===== src/rtl/instr_fetch_unit.sv =====
// Multicycle instruction fetch: owns the PC, issues word reads over req/ack,
// latches the returned word for decode and flags misaligned or timed-out fetches.
module instr_fetch_unit #(
    parameter int              XLEN        = 32,
    parameter logic [XLEN-1:0] RESET_PC    = '0,
    parameter int              MEM_TIMEOUT = 16
) (
    input  logic            clk,
    input  logic            reset,
    input  logic            fetch_start,
    input  logic            pc_write,
    input  logic [XLEN-1:0] pc_next,
    output logic            mem_req,
    output logic [XLEN-1:0] mem_addr,
    input  logic            mem_ack,
    input  logic [31:0]     mem_rdata,
    output logic [31:0]     instr,
    output logic            instr_valid,
    output logic [XLEN-1:0] pc_cur,
    output logic [XLEN-1:0] pc_old,
    output logic [XLEN-1:0] pc_plus4,
    output logic            busy,
    output logic            fetch_fault,
    output logic [1:0]      fault_cause
);
    localparam int             CW      = $clog2(MEM_TIMEOUT + 1);
    localparam logic [CW-1:0]  TO_LAST = CW'(MEM_TIMEOUT - 1);
    localparam logic [31:0]    NOP     = 32'h0000_0013;

    typedef enum logic { IDLE, REQ } state_t;

    state_t          state;
    logic [CW-1:0]   cnt;
    logic            pend_vld;
    logic [XLEN-1:0] pend_pc;
    logic [XLEN-1:0] pc_eff;
    logic            redir;
    logic [XLEN-1:0] redir_pc;

    // Same-cycle pc_write takes effect before the alignment check in IDLE.
    assign pc_eff   = pc_write ? pc_next : pc_cur;
    // In REQ the most recent redirect wins, including one arriving with the ack.
    assign redir    = pc_write | pend_vld;
    assign redir_pc = pc_write ? pc_next : pend_pc;

    assign mem_req  = (state == REQ);
    assign busy     = (state == REQ);
    assign mem_addr = pc_cur;
    assign pc_plus4 = pc_old + XLEN'(4);

    always_ff @(posedge clk) begin
        if (reset) begin
            state       <= IDLE;
            pc_cur      <= RESET_PC;
            pc_old      <= RESET_PC;
            instr       <= NOP;
            instr_valid <= 1'b0;
            fetch_fault <= 1'b0;
            fault_cause <= 2'd0;
            cnt         <= '0;
            pend_vld    <= 1'b0;
            pend_pc     <= '0;
        end else begin
            instr_valid <= 1'b0;
            case (state)
                IDLE: begin
                    if (pc_write) pc_cur <= pc_next;
                    if (fetch_start) begin
                        if (pc_eff[1:0] == 2'b00) begin
                            state       <= REQ;
                            fetch_fault <= 1'b0;
                            fault_cause <= 2'd0;
                            cnt         <= '0;
                            pend_vld    <= 1'b0;
                        end else begin
                            fetch_fault <= 1'b1;
                            fault_cause <= 2'd1;
                        end
                    end
                end
                REQ: begin
                    if (pc_write) begin
                        pend_vld <= 1'b1;
                        pend_pc  <= pc_next;
                    end
                    if (mem_ack) begin
                        instr       <= mem_rdata;
                        pc_old      <= pc_cur;
                        pc_cur      <= redir ? redir_pc : pc_cur + XLEN'(4);
                        instr_valid <= 1'b1;
                        pend_vld    <= 1'b0;
                        state       <= IDLE;
                    end else if (cnt == TO_LAST) begin
                        // Timeout leaves instr/pc_old alone; only a redirect moves the PC.
                        if (redir) pc_cur <= redir_pc;
                        fetch_fault <= 1'b1;
                        fault_cause <= 2'd2;
                        pend_vld    <= 1'b0;
                        state       <= IDLE;
                    end else begin
                        cnt <= cnt + 1'b1;
                    end
                end
                default: state <= IDLE;
            endcase
        end
    end
endmodule


===== config.mk =====
export PLATFORM = sky130hd
export DESIGN_NAME = instr_fetch_unit
export DESIGN_NICKNAME = d
export VERILOG_FILES = /design/src/rtl/instr_fetch_unit.sv
export SDC_FILE = /design/constraint.sdc
export NUM_CORES = 1
export LEC_CHECK = 0
export BUFFER_PORTS_ARGS = -buffer_cell sky130_fd_sc_hd__buf_2
export CORE_MARGIN = 2
export CORE_UTILIZATION = 50
export DETAILED_ROUTE_END_ITERATION = 8
export GPL_TIMING_DRIVEN = 0
export PLACE_DENSITY = 0.8
export SYNTH_ARGS = -nofsm -noshare
export SYNTH_HDL_FRONTEND = slang
export SYNTH_SLANG_ARGS = --single-unit

===== constraint.sdc =====
create_clock -name clk -period 2.5 [get_ports clk]
set_input_delay 0.25 -clock clk [delete_from_list [all_inputs] [get_ports clk]]
set_output_delay 0.25 -clock clk [all_outputs]
set_load 0.03 [all_outputs]

## After elaboration in Yosys (flattened, before gate mapping)

Index checks and enable logic that the tools add are counted.

| word-level totals | value |
|---|---|
| bits in registers | 139 |
| output and inout bits | 166 |

| cells by class | value |
|---|---|
| add/sub/neg operators | 3 |
| equality and inequality tests | 10 |
| mux-type cells | 34 |
| bitwise logic cells | 2 |
| reductions and logical operators | 8 |

Operator list:

| kind | count |
|---|---|
| 32-bit two-way mux | 6 |
| 32-bit by 3-bit adder with 32-bit output (second input constant) | 2 |
| 32-bit one-hot mux with 2 select lines | 1 |
| 5-bit two-way mux | 4 |
| 1-bit two-way mux | 15 |
| 2-bit != test (second input constant) | 5 |
| 5-bit one-hot mux with 2 select lines | 1 |
| 3-bit AND reduction | 3 |
| 2-bit two-way mux | 3 |
| 3-bit by 2-bit != test with 1-bit output (second input constant) | 2 |
| 1-bit one-hot mux with 2 select lines | 3 |
| 5-bit by 1-bit adder with 5-bit output (second input constant) | 1 |
| 5-bit by 4-bit equality test with 1-bit output (second input constant) | 1 |
| 4-bit by 3-bit != test with 1-bit output (second input constant) | 1 |
| 2-bit one-hot mux with 2 select lines | 1 |
| 2-bit AND reduction | 2 |
| 4-bit AND reduction | 1 |
| 2-bit logical NOT | 1 |
| 2-bit by 1-bit != test with 1-bit output (second input constant) | 1 |
| 2-bit OR reduction | 1 |
| 1-bit inverter | 1 |
| 1-bit OR | 1 |

## Depth between registers and ports, before layout

Gate-level depths: netlist of the first run.

| depth | value |
|---|---|
| word-level depth | 5 |
| gate-level depth with buffers | 10 |
| depth with buffers taken out | 8 |

## Least setup slack after synthesis of the first run

No wires, ideal clock.

| timing | value |
|---|---|
| kind | reg2out |
| start | register pc_old[16] |
| end | output port pc_plus4[26] |
| arrival time | 2.103 ns |
| required time | 2.250 ns |
| slack | 0.147 ns |
| stages on the path, launching flop included | 7 |
| path through | dfxtp_1 -> and3_1 -> and3_1 -> and4_1 -> clkbuf_1 -> nand4_1 -> xnor2_1 |

| on the way | value |
|---|---|
| cells in the longest elaborated chain, start to end | 1 |

RTL lines:

| what | line | source |
|---|---|---|
| start, declared | 20 | `output logic [XLEN-1:0] pc_old,` |
| start signal, assigned | 88 | `pc_old <= pc_cur;` |
| 32-bit by 3-bit adder with 32-bit output | 49 | `assign pc_plus4 = pc_old + XLEN'(4);` |
| end, declared | 21 | `output logic [XLEN-1:0] pc_plus4,` |

Every way passes these cells.

## Worst setup path in the final report of the first run

| timing | value |
|---|---|
| start | register pc_old[4] |
| end | output port pc_plus4[31] |

The elaborated chain is that of the path after synthesis.

==> results.yml, run 1 <==
sta:
  final_max_slew_viol_count: 0
  slew_headroom: 0.487
  period_share: 0.971
  fmax_ghz: 0.412
  rsz0062_at_grt: "true"
  final_hold_viol_count: 0
  setup_viol: 0
  fin_crit_ps: 2430
  setup_ws_ps: 71.9
  fin_worst_skew_ps: 6.09
  worst_pin_slew_ps: 769
setup_path:
  start_kind: "flip-flop"
  cpMostUsedCell: "nand4_1"
  worstPathCellList: "and4_1 -> nand4_1 -> nor2_4 -> nand4_1 -> xnor2_1 -> buf_4"
  path_class: "reg2out"
  crit_arrival_ps: 2180
  cp_slowest_cell: "dfxtp_2"
  crit_path_end_kind: "output port"
  critPathRequiredTime_ps: 2250
  path_max_fanout: 8
  critical-path-max-stage-delay_ps: 390
worst_hold_path:
  min_path_type: "in2reg"
clock_network:
  htreeDepth: 4
  clockBufferDepth: 2
  clock_latency_ps: 420
  cts.root.buffer_cell: "clkbuf_16"
  cts_hold_buf: 0
  cts_tree: "done"
  clock-sinks: 139
  cts_buffers: 17
  cts.clk_slew.worst_paths_ps: 60
floorplanning:
  die_h_um: 122
  rows: 42
  core_um2: 13300
  die_area_um2: 14800
  start_util: 0.517
  die_w_um: 122
  ios: 235
grt:
  grt_use_total: 0.297
  grt_pass1_vias: 6788
  grt_overflow: 0
  grt_max_degree: 17
  grt_pass1_wl_um: 34400
  grt_antenna_before_repair: 0
detailed_routing:
  routed_wl_um: 22500
  dr.pass1.iters: 5
  drt_iter0_markers: 627
  avgViaCountPerCell: 5.54
  avgRoutedWirePerCell_um: 16.6
  drc: 0
  vias: 7503
  drtAntennaViolNets: 0
synth:
  yosysSeqAreaShare: 0.403
  syn_avg_cell_area_um2: 7.60
  synthTopCellsByArea: "dfxtp_1 40%, nand2_1 13%, a21oi_1 9.1%"
  synth_edf_count: 0
  synth_warnings: 0
  synth_cell_types: 60
  synth.largest_area_cell: "dfxtp_1"
  synthCells: 908
  ys_seq_elements: 139
  synthArstFlopShare: 0
  synth-main-ff-cell: "dfxtp_1"
  mappedNetlistArea_um2: 6900
  yosysTopAreaCellShare: 0.403
  syn-num-nets: 981
power:
  p_leak_nw: 3.95
  peakVddDrop_uv: 455
  powerDensity_nw_per_um2: 638
place:
  gp_congestion: 0.962
  dp_hpwl_um: 16500
  post-place-ws_ps: -86.4
  dp.cells: 1317
  numPortBuffers: 233
  placed_area_um2: 8290
finish:
  drive_gt1_frac: 0.293
  instances_no_fill: 1354
  fillCellCount: 1185
  ff_latch_area_um2: 2800
  area_growth_pct: 30.4
  multi_input_area_um2: 3600
  diodes: 0
  fin_area_um2: 9000
  num-nets-final: 1239
outcome:
  status: "finished clean"
run:
  max-cap-violations: 0
==> cell usage after synthesis (all sizes together) (9+ instances only) <==
master  count
a211oi     10
a21oi     126
a22oi       9
and3       14
buf        48
clkbuf     54
dfxtp     139
nand2     231
nand3      31
nand4      17
nor2       34
nor3       10
o21ai      38
xnor2      31
xor2       11
==> worst paths after layout <==
check | start | end | slack, ps | cells past startpoint
setup / recovery | pc_old[4]$_SDFFE_PP0P_ | pc_plus4[31] | 70 | 6
hold / removal | mem_rdata[0] | instr[0]$_SDFFE_PP1P_ | 40 | 3
setup reg to reg | busy$_SDFF_PP0_ | mem_addr[12]$_SDFFE_PP0P_ | 130 | 7
hold reg to reg | pend_pc[26]$_SDFFE_PP0P_ | pend_pc[26]$_SDFFE_PP0P_ | 450 | 2
==> worst max-delay path, delay by kind of cell (launching register included) <==
kind | cells | cell delay (ps)
DFF | 1 | 390
and+or+nand+nor | 4 | 990
buffers and inverters | 1 | 180
xor gates and xnor gates | 1 | 190
==> through the flow <==
| step | setup TNS, ps | hold slack (ps) | total power, mW | util |
|---|---|---|---|---|
| 2_1_floorplan | 0 | 374 | 2.97 | - |
| 3_3_place_gp | -391 | 439 | 3.25 | 0.621 |
| 3_5_place_dp | -431 | 444 | 3.26 | 0.621 |
| 4_1_cts | 0 | 30.7 | 5.75 | 0.670 |
| 5_1_grt | -78.2 | 48.3 | 5.95 | 0.675 |
| 6_report | 0 | 36.4 | 5.75 | 0.675 |
==> flip-flops by register name, indices dropped and copies added (netlist names) <==
signal       count
busy             1
cnt              5
fault_cause      2
fetch_fault      1
instr           32
instr_valid      1
mem_addr        32
pc_old          32
pend_pc         32
pend_vld         1
==> final cells by class <==
type,count,share of cell area
repair buffers,240,0.137
flip-flops and latches,139,0.311
inverters,5,0.00208
clock buffers,19,0.0492
well taps,176,0.0245
clock inverters,12,0.0165
plain buffers,101,0.0589
multi-input cells,662,0.400
==> power by group <==
group | internal, mW | switching (mW)
sequential | 2.29 | 0.106
combinational | 0.285 | 0.549
clock | 1.58 | 0.936
total | 4.16 | 1.59
==> cell families (layout without fill, tap and decap cells) <==
family          Yosys count  after routing  synth area share
simple gates            382            382             0.256
compound gates          228            228             0.193
flops                   139            139             0.403
buf+inv                 107            377            0.0792
xor+xnor                 42             42            0.0533
mux                       6              6           0.00870
fa+ha+maj                 4              4           0.00725
==> layer usage <==
layer,wire length (µm),share of wire,track usage,vias up
met5,0,0,0,-
met4,641,0.029,0.129,0
met3,2030,0.090,0.0611,59
met2,10600,0.47,0.489,368
met1,9160,0.41,0.379,3450
li1,-,-,-,3626
==> placed cells by master, fill, tap and decap left out, types with 6 or more instances in the layout <==
| cell | n |
|---|---|
| buf_2 | 238 |
| nand2_1 | 231 |
| dfxtp_1 | 129 |
| a21oi_1 | 126 |
| clkbuf_1 | 51 |
| buf_4 | 45 |
| o21ai_0 | 38 |
| nor2_1 | 33 |
| xnor2_1 | 31 |
| nand3_1 | 30 |
| clkbuf_16 | 17 |
| nand4_1 | 16 |
| and3_1 | 14 |
| xor2_1 | 11 |
| a211oi_1 | 10 |
| a22oi_1 | 9 |
| nor3_1 | 7 |
| a31oi_1 | 7 |
| dfxtp_2 | 7 |
| and2_1 | 6 |
| and4_1 | 6 |
| mux2i_1 | 6 |
| nor4_1 | 6 |
==> repair_timing <==
item	in CTS	in global routing
resized for setup	8	22
pin swaps	2	4
endpoints found under the setup margin	31	47
buffers inserted	3	4
Power figures use the tool's default switching activity.
==> inputs of run 2 (changes only) <==
--- a/config.mk
+++ b/config.mk
@@ -5,12 +5,13 @@
 export SDC_FILE = /design/constraint.sdc
 export NUM_CORES = 1
 export LEC_CHECK = 0
+export ABC_CLOCK_PERIOD_IN_PS = 2500
 export BUFFER_PORTS_ARGS = -buffer_cell sky130_fd_sc_hd__buf_2
 export CORE_MARGIN = 2
-export CORE_UTILIZATION = 50
+export CORE_UTILIZATION = 45
 export DETAILED_ROUTE_END_ITERATION = 8
 export GPL_TIMING_DRIVEN = 0
-export PLACE_DENSITY = 0.8
+export PLACE_DENSITY = 0.73
 export SYNTH_ARGS = -nofsm -noshare
 export SYNTH_HDL_FRONTEND = slang
 export SYNTH_SLANG_ARGS = --single-unit
==> results.yml, run 2 (synthesis gave the netlist of run 1 again) <==
finish:
  fillCellCount: 1430
  post-route-util: 0.597
  area_growth_pct: 30.4
  diodes: 0
  instances_no_fill: 1365
  fin_area_um2: 9010
  layout_commonest_cell: "buf_2"
  most-common-layout-cells: "236 x buf_2, 231 x nand2_1, 129 x dfxtp_1"
  drive_gt1_frac: 0.292
  num-nets-final: 1238
grt:
  grt_pass1_wl_um: 33900
  grt_use_total: 0.264
  grt_max_degree: 17
  grt_antenna_before_repair: 0
  grt_overflow: 0
  grt_pass1_vias: 6321
floorplanning:
  die_area_um2: 16300
  ios: 235
  die_h_um: 128
  core_um2: 15100
  die_w_um: 128
  start_util: 0.458
  rows: 45
power:
  peakVddDrop_uv: 467
  swShare: 0.283
  internal-power_mw: 4.11
  powerDensity_nw_per_um2: 637
  power_frac_seq: 0.418
  p_leak_nw: 3.95
  p_comb_frac: 0.146
  pwr-share-clk: 0.436
  p_sw_mw: 1.62
  power_mw: 5.74
setup_path:
  crit_path_end_kind: "output port"
  critPathRequiredTime_ps: 2250
  path_max_fanout: 8
  cp.depth: 7
  crit_start: "pc_old[10]$_SDFFE_PP0P_"
  start_kind: "flip-flop"
  r2r_slack_ps: 130
  r2r-end: "mem_addr[24]$_SDFFE_PP0P_"
  worstPathCellList: "and4_4 -> nand4_1 -> nor3_4 -> buf_12 -> nand4_1 -> xnor2_1 -> buf_4"
  crit_family: "simple AND/OR/NAND/NOR gates"
  cp_slowest_cell: "dfxtp_4"
  path_class: "reg2out"
  critPathBufInv: 2
  cpMostUsedCell: "nand4_1"
  crit_arrival_ps: 2160
  r2r_cells: 7
  worstSetupEndpoint: "pc_plus4[28]"
  critical-path-max-stage-delay_ps: 360
  r2r-start: "mem_addr[2]$_SDFFE_PP0P_"
place:
  dp.cells: 1329
  gp_congestion: 0.889
  dp_hpwl_um: 16600
  placed_area_um2: 8310
  numPortBuffers: 233
  post-place-ws_ps: -91.1
detailed_routing:
  vias: 7332
  avgViaCountPerCell: 5.37
  dr.pass1.iters: 6
  drt_iter0_markers: 559
  drc: 0
  avgRoutedWirePerCell_um: 16.4
  drtAntennaViolNets: 0
  routed_wl_um: 22400
sta:
  setup_tns_ps: 0
  final_max_slew_viol_count: 0
  worst_pin_slew_ps: 786
  fmax_ghz: 0.414
  final_hold_viol_count: 0
  setup_viol: 0
  fin_crit_ps: 2410
  fin_worst_skew_ps: 7.78
  slew_headroom: 0.476
  rsz0062_at_grt: "true"
  setup_ws_ps: 86.5
  whs_ps: 37.8
  period_share: 0.965
worst_hold_path:
  min_path_type: "in2reg"
  hp-start: "mem_rdata[4]"
  hold_depth: 3
clock_network:
  cts_buffers: 17
  clock_latency_ps: 420
  cts.root.buffer_cell: "clkbuf_16"
  clockBufferDepth: 2
  clock-sinks: 139
  cts.clk_slew.worst_paths_ps: 60
  htreeDepth: 4
  cts_tree: "done"
outcome:
  status: "finished clean"
run:
  max-cap-violations: 0
run 2: cell types whose count changed in the layout (fill, tap and decap cells not counted), sizes merged:
cell,change
buf,-3
bufinv,-1
clkbuf,+3
clkinv,+1
clkinvlp,-1
run 2: cell type report:
class                           instances  area (µm²)  share of cell area
Tap cell                              188         235              0.0261
Buffer                                101         533              0.0592
Clock buffer                           20         467              0.0518
Sequential cell                       139        2800               0.311
Multi-Input combinational cell        662        3600               0.400
Timing Repair Buffer                  239        1230               0.137
Clock inverter                         11         120              0.0133
Inverter                                5        18.8             0.00208
run 2: power by group through the flow:
| stage | Clock (mW) | Combinational, mW | Sequential [mW] |
|---|---|---|---|
| 2_1_floorplan | 0 | 0.440 | 2.53 |
| 6_report | 2.50 | 0.837 | 2.40 |
| 3_5_place_dp | 0 | 0.820 | 2.45 |
| 5_1_grt | 2.64 | 0.897 | 2.41 |
| 4_1_cts | 2.53 | 0.827 | 2.40 |
| 3_3_place_gp | 0 | 0.815 | 2.44 |
run 2: worst min path at each step:
| stage | endpoint |
|---|---|
| 3_3_place_gp | pend_pc[26]$_SDFFE_PP0P_ |
| 4_1_cts | instr[4]$_SDFFE_PP1P_ |
| 3_5_place_dp | pend_pc[26]$_SDFFE_PP0P_ |
| 5_1_grt | instr[0]$_SDFFE_PP1P_ |
| 2_1_floorplan | instr[0]$_SDFFE_PP1P_ |
| 6_report | instr[4]$_SDFFE_PP1P_ |
run 2: worst reg2reg max path, cell delays in order (launching register included):
cell	delay [ps]
dfxtp_1	520
ha_1	290
nand4_1	160
nor3_1	470
buf_2	330
nand4_1	130
xor2_1	170
a211oi_1	220
run 2: per-layer routing:
layer,part of all wire,up-vias,global-route usage
li1,-,3625,-
met1,0.43,3381,0.336
met2,0.47,289,0.438
met3,0.080,37,0.0739
met4,0.017,0,0.0769
met5,0,-,0
run 2: what timing repair did:
action,in CTS,in global routing
hold buffers,0,0
setup endpoints to repair,34,44
gates resized for setup,10,19
gates cloned,0,0
endpoints found under the hold margin,0,0
pin swaps,2,4
setup buffers,1,5
